--- src/rtl/match_pkg.sv ---
// Shared types and constants for the matching-point sampler.
// The offsets mirror the subtraction constants used by the matching-point calculator.
package match_pkg;

  typedef enum logic [2:0] {
    ST_IDLE,
    ST_REQ,
    ST_WAIT,
    ST_ACC,
    ST_DONE
  } state_t;

  localparam int XOFF  = 1776;
  localparam int YOFF  = 176;
  localparam int IMG_W = 2592;
  localparam int IMG_H = 1944;

  // Signed width that holds +/- npts*(2^pix_w - 1).
  function automatic int SCORE_W(input int pix_w, input int npts);
    return pix_w + 1 + $clog2(npts);
  endfunction

endpackage

--- src/rtl/match_addr_gen.sv ---
// Turns a window-relative point into a frame-memory address and an out-of-image flag.
module match_addr_gen #(
  parameter int WIDTH       = 14,
  parameter int LOG2_STRIDE = 12,
  parameter int XOFF        = match_pkg::XOFF,
  parameter int YOFF        = match_pkg::YOFF,
  parameter int IMG_W       = match_pkg::IMG_W,
  parameter int IMG_H       = match_pkg::IMG_H
) (
  input  logic [WIDTH-1:0]             i_x,
  input  logic [WIDTH-1:0]             i_y,
  output logic [WIDTH+LOG2_STRIDE-1:0] o_addr,
  output logic                         o_oob
);

  localparam int AW = WIDTH + LOG2_STRIDE;

  logic [WIDTH-1:0] w_x_abs;
  logic [WIDTH-1:0] w_y_abs;

  // Offsets wrap modulo 2^WIDTH, so a large relative value can land back near zero.
  always_comb begin
    w_x_abs = i_x + WIDTH'(XOFF);
    w_y_abs = i_y + WIDTH'(YOFF);
    o_addr  = {w_y_abs, {LOG2_STRIDE{1'b0}}} + AW'(w_x_abs);
    o_oob   = (w_x_abs >= WIDTH'(IMG_W)) || (w_y_abs >= WIDTH'(IMG_H));
  end

endmodule

--- src/rtl/match_point_sampler.sv ---
// Samples one pixel per inner/outer matching point and reports sum(outer - inner).
// Strobe and address are registered on entry to REQ so the read issues in that cycle.
module match_point_sampler #(
  parameter int WIDTH       = 14,
  parameter int NPTS        = 4,
  parameter int PIX_W       = 8,
  parameter int XOFF        = match_pkg::XOFF,
  parameter int YOFF        = match_pkg::YOFF,
  parameter int IMG_W       = match_pkg::IMG_W,
  parameter int IMG_H       = match_pkg::IMG_H,
  parameter int LOG2_STRIDE = 12
) (
  input  logic                                        clk,
  input  logic                                        rst,
  input  logic                                        in_valid,
  output logic                                        in_ready,
  input  logic [WIDTH*NPTS-1:0]                       new_xi,
  input  logic [WIDTH*NPTS-1:0]                       new_yi,
  input  logic [WIDTH*NPTS-1:0]                       new_xo,
  input  logic [WIDTH*NPTS-1:0]                       new_yo,
  input  logic [WIDTH-1:0]                            xb_i,
  input  logic [WIDTH-1:0]                            yb_i,
  output logic                                        mem_rd_en,
  output logic [WIDTH+LOG2_STRIDE-1:0]                mem_addr,
  input  logic                                        mem_rd_valid,
  input  logic [PIX_W-1:0]                            mem_rd_data,
  output logic                                        score_valid,
  input  logic                                        score_ready,
  output logic signed [match_pkg::SCORE_W(PIX_W, NPTS)-1:0] score,
  output logic [$clog2(2*NPTS):0]                     oob_cnt,
  output logic [WIDTH-1:0]                            xb_o,
  output logic [WIDTH-1:0]                            yb_o
);

  import match_pkg::*;

  localparam int SW = SCORE_W(PIX_W, NPTS);
  localparam int IW = $clog2(2*NPTS);
  localparam int PW = $clog2(NPTS);
  localparam int OW = IW + 1;
  localparam int AW = WIDTH + LOG2_STRIDE;

  state_t                 r_state;
  logic                   r_in_ready;
  logic                   r_rd_en;
  logic [AW-1:0]          r_addr;
  logic                   r_oob;
  logic [IW-1:0]          r_idx;
  logic [PIX_W-1:0]       r_pix;
  logic signed [SW-1:0]   r_acc;
  logic signed [SW-1:0]   r_score;
  logic                   r_score_valid;
  logic [OW-1:0]          r_oob_cnt;
  logic [WIDTH*NPTS-1:0]  r_xi;
  logic [WIDTH*NPTS-1:0]  r_yi;
  logic [WIDTH*NPTS-1:0]  r_xo;
  logic [WIDTH*NPTS-1:0]  r_yo;
  logic [WIDTH-1:0]       r_xb;
  logic [WIDTH-1:0]       r_yb;

  logic [IW-1:0]          w_nidx;
  logic [PW-1:0]          w_pt;
  logic [WIDTH*NPTS-1:0]  w_src_xi;
  logic [WIDTH*NPTS-1:0]  w_src_yi;
  logic [WIDTH*NPTS-1:0]  w_src_xo;
  logic [WIDTH*NPTS-1:0]  w_src_yo;
  logic [WIDTH-1:0]       w_x;
  logic [WIDTH-1:0]       w_y;
  logic [AW-1:0]          w_addr;
  logic                   w_oob;
  logic signed [SW-1:0]   w_pix_ext;
  logic signed [SW-1:0]   w_acc_next;

  // Point for the next REQ: sample 0 straight from the inputs when accepting, else the next index.
  always_comb begin
    w_nidx   = (r_state == ST_IDLE) ? '0 : r_idx + IW'(1);
    w_pt     = w_nidx[IW-1:1];
    w_src_xi = (r_state == ST_IDLE) ? new_xi : r_xi;
    w_src_yi = (r_state == ST_IDLE) ? new_yi : r_yi;
    w_src_xo = (r_state == ST_IDLE) ? new_xo : r_xo;
    w_src_yo = (r_state == ST_IDLE) ? new_yo : r_yo;
    if (w_nidx[0]) begin
      w_x = w_src_xo[int'(w_pt)*WIDTH +: WIDTH];
      w_y = w_src_yo[int'(w_pt)*WIDTH +: WIDTH];
    end else begin
      w_x = w_src_xi[int'(w_pt)*WIDTH +: WIDTH];
      w_y = w_src_yi[int'(w_pt)*WIDTH +: WIDTH];
    end
  end

  match_addr_gen #(
    .WIDTH       (WIDTH),
    .LOG2_STRIDE (LOG2_STRIDE),
    .XOFF        (XOFF),
    .YOFF        (YOFF),
    .IMG_W       (IMG_W),
    .IMG_H       (IMG_H)
  ) u_addr_gen (
    .i_x    (w_x),
    .i_y    (w_y),
    .o_addr (w_addr),
    .o_oob  (w_oob)
  );

  always_comb begin
    w_pix_ext  = $signed({{(SW-PIX_W){1'b0}}, r_pix});
    w_acc_next = r_idx[0] ? (r_acc + w_pix_ext) : (r_acc - w_pix_ext);
  end

  always_ff @(posedge clk or negedge rst) begin
    if (!rst) begin
      r_state       <= ST_IDLE;
      r_in_ready    <= 1'b1;
      r_rd_en       <= 1'b0;
      r_addr        <= '0;
      r_oob         <= 1'b0;
      r_idx         <= '0;
      r_pix         <= '0;
      r_acc         <= '0;
      r_score       <= '0;
      r_score_valid <= 1'b0;
      r_oob_cnt     <= '0;
      r_xi          <= '0;
      r_yi          <= '0;
      r_xo          <= '0;
      r_yo          <= '0;
      r_xb          <= '0;
      r_yb          <= '0;
    end else begin
      case (r_state)
        ST_IDLE: begin
          if (in_valid) begin
            r_xi       <= new_xi;
            r_yi       <= new_yi;
            r_xo       <= new_xo;
            r_yo       <= new_yo;
            r_xb       <= xb_i;
            r_yb       <= yb_i;
            r_idx      <= '0;
            r_acc      <= '0;
            r_oob_cnt  <= '0;
            r_in_ready <= 1'b0;
            r_oob      <= w_oob;
            r_rd_en    <= !w_oob;
            r_addr     <= w_addr;
            r_state    <= ST_REQ;
          end
        end
        // Out-of-image samples never touch memory and contribute a zero pixel.
        ST_REQ: begin
          r_rd_en <= 1'b0;
          if (r_oob) begin
            r_pix     <= '0;
            r_oob_cnt <= r_oob_cnt + OW'(1);
            r_state   <= ST_ACC;
          end else begin
            r_state   <= ST_WAIT;
          end
        end
        ST_WAIT: begin
          if (mem_rd_valid) begin
            r_pix   <= mem_rd_data;
            r_state <= ST_ACC;
          end
        end
        ST_ACC: begin
          r_acc <= w_acc_next;
          if (r_idx == IW'(2*NPTS-1)) begin
            r_score       <= w_acc_next;
            r_score_valid <= 1'b1;
            r_state       <= ST_DONE;
          end else begin
            r_idx   <= r_idx + IW'(1);
            r_oob   <= w_oob;
            r_rd_en <= !w_oob;
            r_addr  <= w_addr;
            r_state <= ST_REQ;
          end
        end
        ST_DONE: begin
          if (score_ready) begin
            r_score_valid <= 1'b0;
            r_in_ready    <= 1'b1;
            r_addr        <= '0;
            r_state       <= ST_IDLE;
          end
        end
        default: r_state <= ST_IDLE;
      endcase
    end
  end

  assign in_ready    = r_in_ready;
  assign mem_rd_en   = r_rd_en;
  assign mem_addr    = r_addr;
  assign score_valid = r_score_valid;
  assign score       = r_score;
  assign oob_cnt     = r_oob_cnt;
  assign xb_o        = r_xb;
  assign yb_o        = r_yb;

endmodule
--- config.mk ---
export PLATFORM = sky130hd
export DESIGN_NAME = match_point_sampler
export DESIGN_NICKNAME = d
export VERILOG_FILES = /design/src/rtl/match_pkg.sv /design/src/rtl/match_addr_gen.sv /design/src/rtl/match_point_sampler.sv
export SDC_FILE = /design/constraint.sdc
export NUM_CORES = 1
export LEC_CHECK = 0
export CAP_MARGIN = 40
export CORE_MARGIN = 3
export CORE_UTILIZATION = 50
export CTS_BUF_LIST = sky130_fd_sc_hd__clkbuf_8
export DETAILED_ROUTE_END_ITERATION = 10
export DONT_BUFFER_PORTS = 1
export HOLD_SLACK_MARGIN = 0.08
export PLACE_DENSITY_LB_ADDON = 0.3
export SETUP_SLACK_MARGIN = 0.02
export SYNTH_ARGS = -nofsm -noshare
export SYNTH_HDL_FRONTEND = slang
export SYNTH_SLANG_ARGS = --single-unit
--- constraint.sdc ---
create_clock -name clk -period 5.03 [get_ports clk]
set_input_delay 0.7545 -clock clk [delete_from_list [all_inputs] [get_ports clk]]
set_output_delay 0.7545 -clock clk [all_outputs]
set_load 0.02 [all_outputs]
## After elaboration in Yosys (flattened, before gate mapping)

Index checks and enable logic that the tools add are counted.

- Flip-flop bits (word level): 322
- Bits in latches: 0
- RAM bits: 0
- Bits in read-only memories: 0
- Bits of input ports: 265
- Memories: 0

- $add $sub $neg: 7
- Multipliers: 1
- Divide/modulo/power cells: 0
- Magnitude comparators: 2
- Equality and inequality tests: 11
- Shifts and indexed selects: 4
- Muxes and demuxes: 41
- Bitwise logic cells: 0
- Reductions and logical operators: 21

Operators with widths:

| operator | number |
|---|---|
| $mux W56 | 4 |
| $shiftx A56 B32 Y14 | 3 |
| $mux W26 | 3 |
| $pmux W26 S3 | 1 |
| $shiftx A56 B7 Y14 | 1 |
| $mux W14 | 2 |
| $add A26 B14 Y26 | 1 |
| $mux W11 | 2 |
| $pmux W11 S2 | 1 |
| $mux W3 | 7 |
| $reduce_and A3 Y1 | 7 |
| $mux W8 | 2 |
| $pmux W8 S2 | 1 |
| $pmux W3 S5 | 1 |
| $add A14 B11 Y14 const B | 1 |
| $add A14 B8 Y14 const B | 1 |
| $ge A14 B11 Y1 const B | 1 |
| $ge A14 B12 Y1 const B | 1 |
| $ne A2 B2 Y1 const B | 6 |
| $add A11 B9 Y11 | 1 |
| $sub A11 B9 Y11 | 1 |
| $reduce_bool A2 Y1 | 5 |
| $mux W1 | 9 |
| $mux W4 | 2 |
| other kinds (16) | 23 |

## Logic depth before layout (Yosys ltp)

Gate-level depths: netlist (run 1).

- Word-level depth: 11
- Mapped depth: 19
- Depth with buffers taken out: 16

## Hierarchy

A second synthesis (run 1) with hierarchy kept.

- Cell total of the unflattened synthesis: 1781
- Area total of the unflattened synthesis: 15966.6 µm²

By module, submodules not included:

| module | instances | cells each | area an instance (µm²) |
|---|---|---|---|
| match_point_sampler | 1 | 1652 | 15104.5 |
| match_addr_gen | 1 | 129 | 862.1 |

## Least setup slack after synthesis (run 1)

Ideal clock, no wire load.

- Kind: register to register
- Start: register r_idx[0]
- End: register r_score[9] (netlist: score[9])
- Data arrival time: 3621 ps
- Path slack: 1278 ps
- Stages on the path, launching flop included: 19
- Path buffers: 6
- Clock period less this slack: 3752 ps
- Cell sequence: dfrtp_1 -> buf_6 -> buf_6 -> buf_6 -> buf_4 -> buf_2 -> clkbuf_1 -> mux2_2 -> ha_1 -> a21o_1 -> a21oi_1 -> o21ai_0 -> and2_1 -> o21ai_0 -> nand2_1 -> a21oi_1 -> o21ai_0 -> xnor2_1 -> o21ai_0

- Cells in the longest elaborated chain, start to end: 2
- Elaborated cells between the ends (all ways): 3
- Those cells by class: eq/ne: 1; mux: 1; reduce/logical: 1

RTL lines:

| item | RTL line | text |
|---|---|---|
| start: declaration | match_point_sampler.sv:48 | `logic [IW-1:0] r_idx;` |
| start signal: assignment | match_point_sampler.sv:173 | `r_idx <= r_idx + IW'(1);` |
| $eq A3 B3 Y1 | match_point_sampler.sv:168 | `if (r_idx == IW'(2*NPTS-1)) begin` |
| $reduce_and A2 Y1 (no source line) | - |  |
| end signal: assignment | match_point_sampler.sv:169 | `r_score <= w_acc_next;` |
| end: declaration | match_point_sampler.sv:51 | `logic signed [SW-1:0] r_score;` |

Several ways; a longest one is shown, not always the timed one.
A chain may end at the register's enable or synchronous reset.

## Worst setup path after layout (run 1)

- Start: register r_idx[0]
- End: register r_addr[24] (netlist: mem_addr[24])

- Cells in the longest elaborated chain, start to end: 9
- Elaborated cells between the ends (all ways): 18
- Those cells by class: add/sub: 4; mul: 1; eq/ne: 2; shift: 4; mux: 6; reduce/logical: 1

RTL lines:

| item | RTL line | text |
|---|---|---|
| $add A3 B1 Y3 | match_point_sampler.sv:76 | `w_nidx = (r_state == ST_IDLE) ? '0 : r_idx + IW'(1);` |
| $mux W3 | match_point_sampler.sv:76 |  |
| $mul A2 B3 Y5 | - |  |
| $shiftx A56 B7 Y14, or another cell as far along | match_point_sampler.sv:87 | `w_y = w_src_yi[int'(w_pt)*WIDTH +: WIDTH];` |
| $mux W14 | match_point_sampler.sv:82 | `if (w_nidx[0]) begin` |
| $add A14 B8 Y14 or $add A14 B11 Y14 (tied branches) | match_addr_gen.sv:24, match_addr_gen.sv:23 |  |
| $add A26 B14 Y26 | match_addr_gen.sv:25 | `o_addr = {w_y_abs, {LOG2_STRIDE{1'b0}}} + AW'(w_x_abs);` |
| $mux W26, on equally long branches | match_point_sampler.sv:168, match_point_sampler.sv:132 |  |
| $pmux W26 S3 | match_point_sampler.sv:130 | `case (r_state)` |
| end signal: assignment | match_point_sampler.sv:145 | `r_addr <= w_addr;` |
| end signal: assignment | match_point_sampler.sv:176 | `r_addr <= w_addr;` |
| end: declaration | match_point_sampler.sv:46 | `logic [AW-1:0] r_addr;` |

Several ways; a longest one is shown, not always the timed one. The select of a mux whose other input is x is not followed.

==> metrics.csv, run 1 <==
metric,value,unit
wl_per_cell,20.35,um
crit_type,flop to flop,
gr-usage-all-layers,0.2534,
grt_start_max_net_pins,323,
leakage,8.557,nW
syn-cell-area,15460,sq um
cts_tree,yes,
arrival,4930,ps
htreeDepth,2,
slowest_delay,640,ps
cts_resized,0,
coreArea,30030,sq um
cts_buffers,53,
rr_worst_depth,13,
hpwl,30960,um
fin_area,16810,sq um
placed_cell_area,15780,sq um
critPathCaptureType,flop,
synthesis.nets,1985,
boundaryPins,337,
yosysSeqAreaShare,0.5213,
required,5500,ps
vias,11850,
rows,63,
synthCells,1699,
nNetsFinal,1965,
yosys_register_bits,322,
dieArea,33070,sq um
grt_pass1_wl,66300,um
tns,0,ps
hold_viol,69,
clk_pin_slew_worst_paths,70,ps
synth_ff_type,dfrtp_1,
violations,negative hold slack,
finalPower,14.11,mW
avgSynthCellArea,9.099,sq um
fin_util,0.5596,
port_buffers,0,
remaining_drc_errors,0,
async_reset_ff_frac,1.000,
fp.dieW,181.8,um
wl,42790,um
rsz0062_at_grt,false,
clock.fmax,224.3,MHz
period_share,0.8863,
hold_path_class,input pin to async pin,
layout_setup_ws,572.0,ps
drive_gt1_frac,0.09404,
cts_root_buffer,clkbuf_8,
p_per_area,839.3,nW/um^2
ys_types,67,
critical_path_depth,13,
combPwrFrac,0.493,
p_sw,6.282,mW
reg2reg_slack,570,ps
crit_buf_inv,0,
critical-path-top-delay-family,compound AO/OA/AOI/OAI gates,
netlist.area_leader.share,0.5196,
fillers,2709,
max_cap_violations,0,
tightest_slew,1053,ps
swShare,0.4454,
critPathLaunch,r_idx[0],
start_kind,flop,
status,"complete, but fails checks",
whs,-136.4,ps
post-place-ws,657.0,ps
drtAntennaViolNets,0,
yosysMostFrequentCell,nand2_1,
initial_core_util,0.5148,
reg2reg_to,mem_addr[24],
first_pass_iters,5,
vdd_drop_max,0.4100,mV
multi_input_area,6904,sq um
finalCriticalPeriod,4458,ps
slowest_stage,ha_4,
synthTopCellsByCount,"838 x nand2_1, 321 x dfrtp_1, 74 x clkbuf_1, 50 x o21ai_0, 37 x mux4_2",
r2r-start,r_idx[0],
power_frac_seq,0.347,
setup_viol,0,
cts_sinks,322,
clockPowerShare,0.160,
first_global_vias,11890,
synth_area_leaders,"dfrtp_1 52%, nand2_1 20%, mux4_2 5.4%",
yosys_warnings,0,
p_int,7.823,mW
skew,16.44,ps
via_per_inst,5.635,
slew_headroom,0.2978,
critPathMaxFanout,31,
post_cts_buffers,0,
gr-total-overflow,0,
synth_edf_count,0,
first_iter_violations,936,
clk_path_buf_depth,3,
die_h,181.8,um
clock_latency,590,ps
synth.largest_area_cell,dfrtp_1,
antenna_found_initial,4,
register_area,8063,sq um
final-max-slew-violation-count,0,
cp_cell_sequence,"ha_4, mux4_2, a31oi_1, o211ai_1, o31ai_4, a211o_1, xor2_1, xnor2_1, ha_1, a21oi_4, nor4_2, nand4_1, a32o_1",
areaGrowthSynthToFinish,8.708,%
place.gp.congestion,0.9201,
cells by family after synthesis:
group / share of synthesized area
muxes: 0.08377
adders and majority gates: 0.01821
AOI/OAI and AO/OA: 0.07357
xor gates and xnor gates: 0.02541
DFF: 0.5213
and+or+nand+nor: 0.2435
buffers and inverters: 0.03423
worst max path at each step:
stage | end | slack, ps
after floorplan | score[9] | 1280
after global placement | r_oob | 800
after detailed placement | mem_addr[24] | 660
after CTS | mem_addr[24] | 630
after global routing | mem_addr[24] | 230
final | mem_addr[24] | 570
placed cells by master (no fill, tap or decap), types with 11 or more instances in the layout:
cell type,instances
clkbuf_8,63
nand2_1,837
dfrtp_1,320
nand3_1,19
a221oi_1,13
a22o_1,13
xnor2_1,23
nor2_1,31
xor2_1,20
buf_4,16
a21oi_1,18
inv_1,39
o21ai_1,11
mux4_2,37
and2_1,12
ha_1,19
mux2i_1,36
o21ai_0,50
cell type report:
| class | count | share of cell area |
|---|---|---|
| antenna | 1 | 0.0001489 |
| clock inverter | 25 | 0.009530 |
| clock buffer | 63 | 0.05159 |
| tap | 390 | 0.02904 |
| sequential | 322 | 0.4798 |
| multi-input combinational | 1258 | 0.4108 |
| timing repair buffer | 23 | 0.01444 |
| inverter | 21 | 0.004690 |
power groups by stage:
stage / sequential [mW] / clock (mW) / combinational (mW)
detailed placement: 4.92 / 0 / 6.90
floorplan: 4.58 / 0 / 5.37
CTS: 4.88 / 2.31 / 6.92
finish: 4.89 / 2.26 / 6.96
global placement: 4.90 / 0 / 6.65
global route: 5.02 / 2.43 / 7.70
worst register-to-register path: stages, from the launching register on:
cell,delay (ps)
dfrtp_4,500
ha_4,650
mux4_2,580
a31oi_1,290
o211ai_1,200
o31ai_4,320
a211o_1,290
xor2_1,300
xnor2_1,170
ha_1,220
a21oi_4,70
nor4_2,350
nand4_1,130
a32o_1,270
through the flow:
step | std cells | hold WS, ps
4_1_cts | 2102 | -170.5
6_report | 2103 | -136.4
5_1_grt | 2103 | -157.3
3_5_place_dp | 2014 | 458.5
2_1_floorplan | 1699 | 438.5
3_3_place_gp | 2010 | 452.2
per-layer routing:
layer	global-route usage	up-vias	routed length, um	share of wire
met5	0	-	35	0.00082
met1	0.3469	5724	17640	0.41
met4	0.08836	6	1486	0.035
li1	-	5534	-	-
met3	0.07672	94	4116	0.096
met2	0.3866	493	19510	0.46
registers in the layout, summed over array words and instances, names as in the netlist:
name and count:
score 11, mem_addr 26, mem_rd_en 1, oob_cnt 4, r_yo 56, xb_o 14
r_pix 8, r_xo 56, score_valid 1, in_ready 1, r_xi 56, r_acc 11
r_oob 1, yb_o 14, r_state 3, r_yi 56, r_idx 3
No activity file was read; power rests on OpenSTA's default activity.
==> run 2: changes to the inputs <==
Clock period 5.03 ns to 3.9 ns, I/O delays scaled along.
==> run 2 against run 1 <==
Against the previous run:
- the flow still finishes with violations (negative hold slack)
- first-iteration DRC count shrank 8.9%
- routed wire length rose by 6.6%
- clock-buffer cell count grew 10
- hold slack got worse by 170 ps
- largest power group unchanged
- largest cell class unchanged
- die area stayed put
- flip-flop and latch count stayed put
- total power grew 42%
- non-clock buffer count grew 197
==> metrics.csv, run 2 (same netlist as run 1, synthesis figures left out) <==
metric,value,unit,change
status,"complete, but fails checks",,
violations,negative hold slack,,
via_per_inst,5.505,,-2.3%
whs,-307.1,ps,-170.7 ps
initial_core_util,0.5148,,unchanged
crit_type,flop to flop,,
dieArea,33070,sq um,unchanged
arrival,4250,ps,-680 ps
rows,63,,unchanged
start_kind,flop,,
clk_pin_slew_worst_paths,60,ps,about the same
gr-usage-all-layers,0.2680,,+0.01454
boundaryPins,337,,unchanged
leakage,9.514,nW,+11%
vias,12720,,+7.3%
gr-total-overflow,0,,unchanged
cts_buffers,53,,unchanged
port_buffers,0,,unchanged
drtAntennaViolNets,0,,unchanged
remaining_drc_errors,0,,unchanged
skew,29.31,ps,+12.88 ps
clock_latency,600,ps,about the same
multi_input_area,7042,sq um,+2.0%
place.gp.congestion,0.8905,,-3.2%
tightest_slew,726.4,ps,-326.8 ps
hold_viol,322,,+370%
antenna_found_initial,3,,-1
nNetsFinal,2162,,+10%
fp.dieW,181.8,um,unchanged
first_pass_iters,5,,unchanged
finalCriticalPeriod,3787,ps,-670.7 ps
coreArea,30030,sq um,unchanged
setup_viol,0,,unchanged
clk_path_buf_depth,3,,unchanged
cts_tree,yes,,
first_iter_violations,853,,-8.9%
hpwl,31440,um,+1.5%
period_share,0.9711,,+0.08481
max_cap_violations,0,,unchanged
reg2reg_slack,110,ps,-460 ps
clock.fmax,264.0,MHz,+18%
fillers,2420,,-11%
grt_start_max_net_pins,323,,unchanged
register_area,8063,sq um,unchanged
final-max-slew-violation-count,0,,unchanged
dp.cells,2047,,+1.6%
first_global_vias,12810,,+7.7%
critPathCaptureType,flop,,
vdd_drop_max,0.4904,mV,+20%
cts_sinks,322,,unchanged
layout.cells.non_filler,2310,,+9.8%
finalPower,20.00,mW,+42%
layout_common_cells,"837 x nand2_1, 320 x dfrtp_1, 152 x dlygate4sd3_1",,
hold_path_class,input pin to async pin,,
critPathMaxFanout,13,,-58%
grt_pass1_wl,70180,um,+5.9%
rsz0062_at_grt,true,,
placed_cell_area,16060,sq um,+1.8%
die_h,181.8,um,unchanged
htreeDepth,2,,unchanged
required,4370,ps,-1130 ps
p_per_area,1050,nW/um^2,+25%
fin_area,19050,sq um,+13%
wl,45600,um,+6.6%
cts_root_buffer,clkbuf_8,,
drive_gt1_frac,0.1268,,+0.03278
wl_per_cell,19.74,um,-3.0%
slew_headroom,0.5120,,+0.2141
areaGrowthSynthToFinish,23.25,%,
final_common_cell,nand2_1,,
fin_util,0.6345,,+0.07486
run 2: cell types whose count changed in the layout (fill, tap and decap cells not counted), moves of 4 or more:
cell,delta
dlygate4sd3_1,+152
buf_4,+40
clkbuf_8,+10
inv_1,-10
buf_6,+4
ha_1,-4
run 2: layout make-up:
cell class	instances	share of cell area
Sequential cell	322	0.4231
Multi-Input combinational cell	1258	0.3696
Timing Repair Buffer	220	0.1128
Clock buffer	73	0.05273
Tap cell	390	0.02561
Clock inverter	22	0.01149
Inverter	21	0.004137
Antenna cell	4	0.0005253
run 2: final timing paths:
path	from	endpoint	cells after the start
min reg2reg	r_xi[41]	r_xi[41]	2
max	r_idx[0]	mem_addr[24]	14
max in group asynchronous	rst	r_xi[53]	0
max reg2reg	r_idx[0]	mem_addr[24]	14
min	rst	score[4]	0
min in group clk	new_yo[3]	r_yo[3]	2
run 2: through the flow:
stage,setup slack [ps],setup TNS (ps)
6_report,112.7,0
2_1_floorplan,148.3,0
3_5_place_dp,-36.73,-41.04
3_3_place_gp,86.18,0
5_1_grt,-44.93,-101.0
4_1_cts,54.27,0
run 2: worst max-delay path, stage by stage, from the launching register on:
cell	delay, ps
dfrtp_4	490
ha_4	340
buf_6	140
buf_12	140
mux4_2	550
a22o_1	250
nor2_2	100
ha_1	170
inv_1	90
a21oi_4	130
nor3_1	70
and3_1	180
or4_4	520
a31o_1	220
a32o_1	250
run 2: repair_timing:
| item | 4_1_cts | 5_1_grt |
|---|---|---|
| buffers inserted | 2 | 10 |
| hold buffers | 151 | 1 |
| resized for setup | 2 | 31 |
| endpoints found under the hold margin | 473 | 323 |
| pin swaps | 1 | 11 |
| setup endpoints to repair | 5 | 8 |
run 2: where the power goes:
part	internal [mW]	leakage [nW]	switching (mW)	total, mW
clock network	1.94	0.667	1.39	3.32
logic	4.56	4.79	5.85	10.4
registers	4.87	4.05	1.40	6.27
run 2: per-layer routing:
metal  routed length, um  up-vias  global-route usage
met1               19440     6194              0.3745
met3                3345      107             0.05509
met5                   0        -                   0
met2               21310      493              0.4225
li1                    -     5923                   -
met4                1501        0             0.08745
==> run 3: changes to the inputs <==
Settings changed: CORE_UTILIZATION 50 to 45.
Clock period 3.9 ns to 3.62 ns, I/O delays scaled along.
==> run 3 against run 2 <==
Against the previous run:
- the run ends with negative hold slack, negative setup slack left
- sequential share of layout area is 3.1 points lower
- fmax increased by 2.0%
- via count increased by 7.1%
- clock skew barely moved
- global-route usage rose by 0.27 points
- design area grew 8.0%
- flip-flop and latch count is the same
- die area rose by 11%
- non-clock buffer count grew 150
- critical path type unchanged
- highest routed layer is now met5
==> metrics.csv, run 3 (same netlist as run 1, synthesis figures left out) <==
metric,value,unit,change
status,"complete, but fails checks",,
violations,"negative hold slack, negative setup slack",,
rows,67,,+6.3%
swShare,0.4307,,-0.0008968
areaGrowthSynthToFinish,33.08,%,
first_global_vias,13900,,+8.6%
critical-path-top-delay-family,compound AO/OA/AOI/OAI gates,,
boundaryPins,337,,unchanged
reg2reg_slack,-90,ps,-200 ps
drt-met1-wl,20410,um,+5.0%
finalPower,22.79,mW,+14%
initial_core_util,0.4588,,-0.05602
gr-total-overflow,0,,unchanged
wl,50320,um,+10%
tightest_slew,1381,ps,+655.0 ps
period_share,1.025,,+0.05430
vias,13630,,+7.1%
vdd_drop_max,0.6781,mV,+38%
max_cap_violations,0,,unchanged
layout_common_cells,"835 x nand2_1, 320 x dfrtp_1, 261 x dlygate4sd3_1",,
drive_gt1_frac,0.1460,,+0.01921
dr_wl_met2,23620,um,+11%
whs,-395.2,ps,-88.05 ps
via_per_inst,5.407,,-1.8%
power_frac_seq,0.296,,-0.018
grt_start_max_net_pins,323,,unchanged
rr_worst_depth,13,,-1
critPathCaptureType,flop,,
final-max-slew-violation-count,0,,unchanged
gr-usage-all-layers,0.2707,,+0.002713
layout_setup_ws,-91.92,ps,-204.7 ps
clock_latency,650,ps,+50 ps
crit_type,flop to flop,,
setup_viol,6,,+6
slew_headroom,0.07905,,-0.4329
drtAntennaViolNets,0,,unchanged
cts_tree,yes,,
start_kind,flop,,
slowest_stage,mux4_2,,
antenna_found_initial,3,,unchanged
fp.dieW,191.4,um,+5.2%
finalCriticalPeriod,3712,ps,-75.33 ps
htreeDepth,2,,unchanged
port_buffers,0,,unchanged
required,4150,ps,-220 ps
crit_buf_inv,2,,-1
clk_pin_slew_worst_paths,70,ps,about the same
first_iter_violations,994,,+17%
first_pass_iters,6,,+1
clock.fmax,269.4,MHz,+2.0%
nNetsFinal,2313,,+7.0%
cp_cell_sequence,"ha_4, buf_12, mux4_2, a22o_1, nor2_2, ha_2, inv_2, a21oi_4, nor3_2, and3_1, or4_4, a31o_1, a32o_1",,
p_sw,9.815,mW,+14%
cts_buffers,54,,+1.9%
reg2reg_to,mem_addr[24],,
coreArea,33700,sq um,+12%
hold_path_class,input pin to async pin,,
die_h,191.4,um,+5.2%
grt_pass1_wl,76620,um,+9.2%
critPathMaxFanout,6,,-7
cts_root_buffer,clkbuf_8,,
hold_viol,322,,unchanged
wl_met3,3924,um,+17%
cts_sinks,322,,unchanged
clockPowerShare,0.152,,-0.014
clk_path_buf_depth,3,,unchanged
arrival,4240,ps,about the same
dp.cells,2142,,+4.6%
leakage,10.18,nW,+7.0%
p_int,12.97,mW,+14%
skew,28.89,ps,-0.4278 ps
place.gp.congestion,0.9313,,+4.6%
slowest_delay,550,ps,about the same
routed.top_layer,met5,,
tns,-222.9,ps,-222.9 ps
final_common_cell,nand2_1,,
hold_buffers,261,,+73%
rsz0062_at_grt,true,,
wl_per_cell,19.97,um,+1.2%
r2r-start,r_idx[0],,
dieArea,36610,sq um,+11%
remaining_drc_errors,0,,unchanged
layout.cells.non_filler,2520,,+9.1%
p_per_area,1108,nW/um^2,+5.5%
hpwl,32470,um,+3.3%
post-place-ws,-242.0,ps,-205.3 ps
combPwrFrac,0.552,,+0.032
==> run 3: worst max-delay path by stage <==
| stage | cells past startpoint | slack (ps) | startpoint | endpoint |
|---|---|---|---|---|
| 2_1_floorplan | 14 | -2 | r_idx[0] | mem_addr[24] |
| 3_3_place_gp | 16 | -160 | r_idx[0] | mem_addr[24] |
| 3_5_place_dp | 16 | -240 | r_idx[0] | mem_addr[24] |
| 4_1_cts | 17 | -60 | r_idx[0] | mem_addr[24] |
| 5_1_grt | 14 | -180 | r_idx[0] | mem_addr[24] |
| 6_report | 13 | -90 | r_idx[0] | mem_addr[24] |
==> run 3: through the flow <==
stage          hold WS, ps  utilization  cell area [sq um]
5_1_grt             -442.4       0.6104              20570
3_3_place_gp         253.8       0.4878              16440
2_1_floorplan        247.4            -              15510
4_1_cts             -445.6       0.6046              20370
6_report            -395.2       0.6105              20570
3_5_place_dp         254.2       0.4878              16440
==> run 3: timing repair <==
action / 4_1_cts / 5_1_grt
setup buffers: 11 / 7
endpoints found under the setup margin: 14 / 20
gates cloned: 0 / 0
pin swaps: 8 / 25
endpoints found under the hold margin: 585 / 322
resized for setup: 17 / 34
==> run 3: layout make-up <==
| cell class | count | area (sq um) |
|---|---|---|
| Tap cell | 448 | 560.5 |
| Clock buffer | 70 | 963.4 |
| Clock inverter | 27 | 188.9 |
| Inverter | 21 | 81.33 |
| Multi-Input combinational cell | 1258 | 7133 |
| Timing Repair Buffer | 370 | 3575 |
| Antenna cell | 4 | 10.01 |
| Fill cell | 2782 | 13130 |
| Sequential cell | 322 | 8063 |
==> run 3: layer usage <==
metal	global-route usage	vias up
met5	0	-
met1	0.3510	6584
met4	0.1284	2
met3	0.06437	172
li1	-	6245
met2	0.4298	623
==> run 3: worst reg2reg max path: cells and delay by family, from the launching register on <==
kind	cells	cell delay [ps]
buffers and inverters	2	190
AND/OR/NAND/NOR	4	870
flip-flops	1	490
adder cells (fa/ha/maj)	2	550
multiplexers	1	550
AO/OA/AOI/OAI	4	960
==> run 3: power groups by stage <==
stage	combinational (mW)	sequential (mW)	clock [mW]
floorplan	7.56	6.37	0
global placement	10.9	6.71	0
detailed placement	11.2	6.74	0
CTS	11.8	6.69	3.54
global route	13.7	6.92	3.69
finish	12.6	6.75	3.46
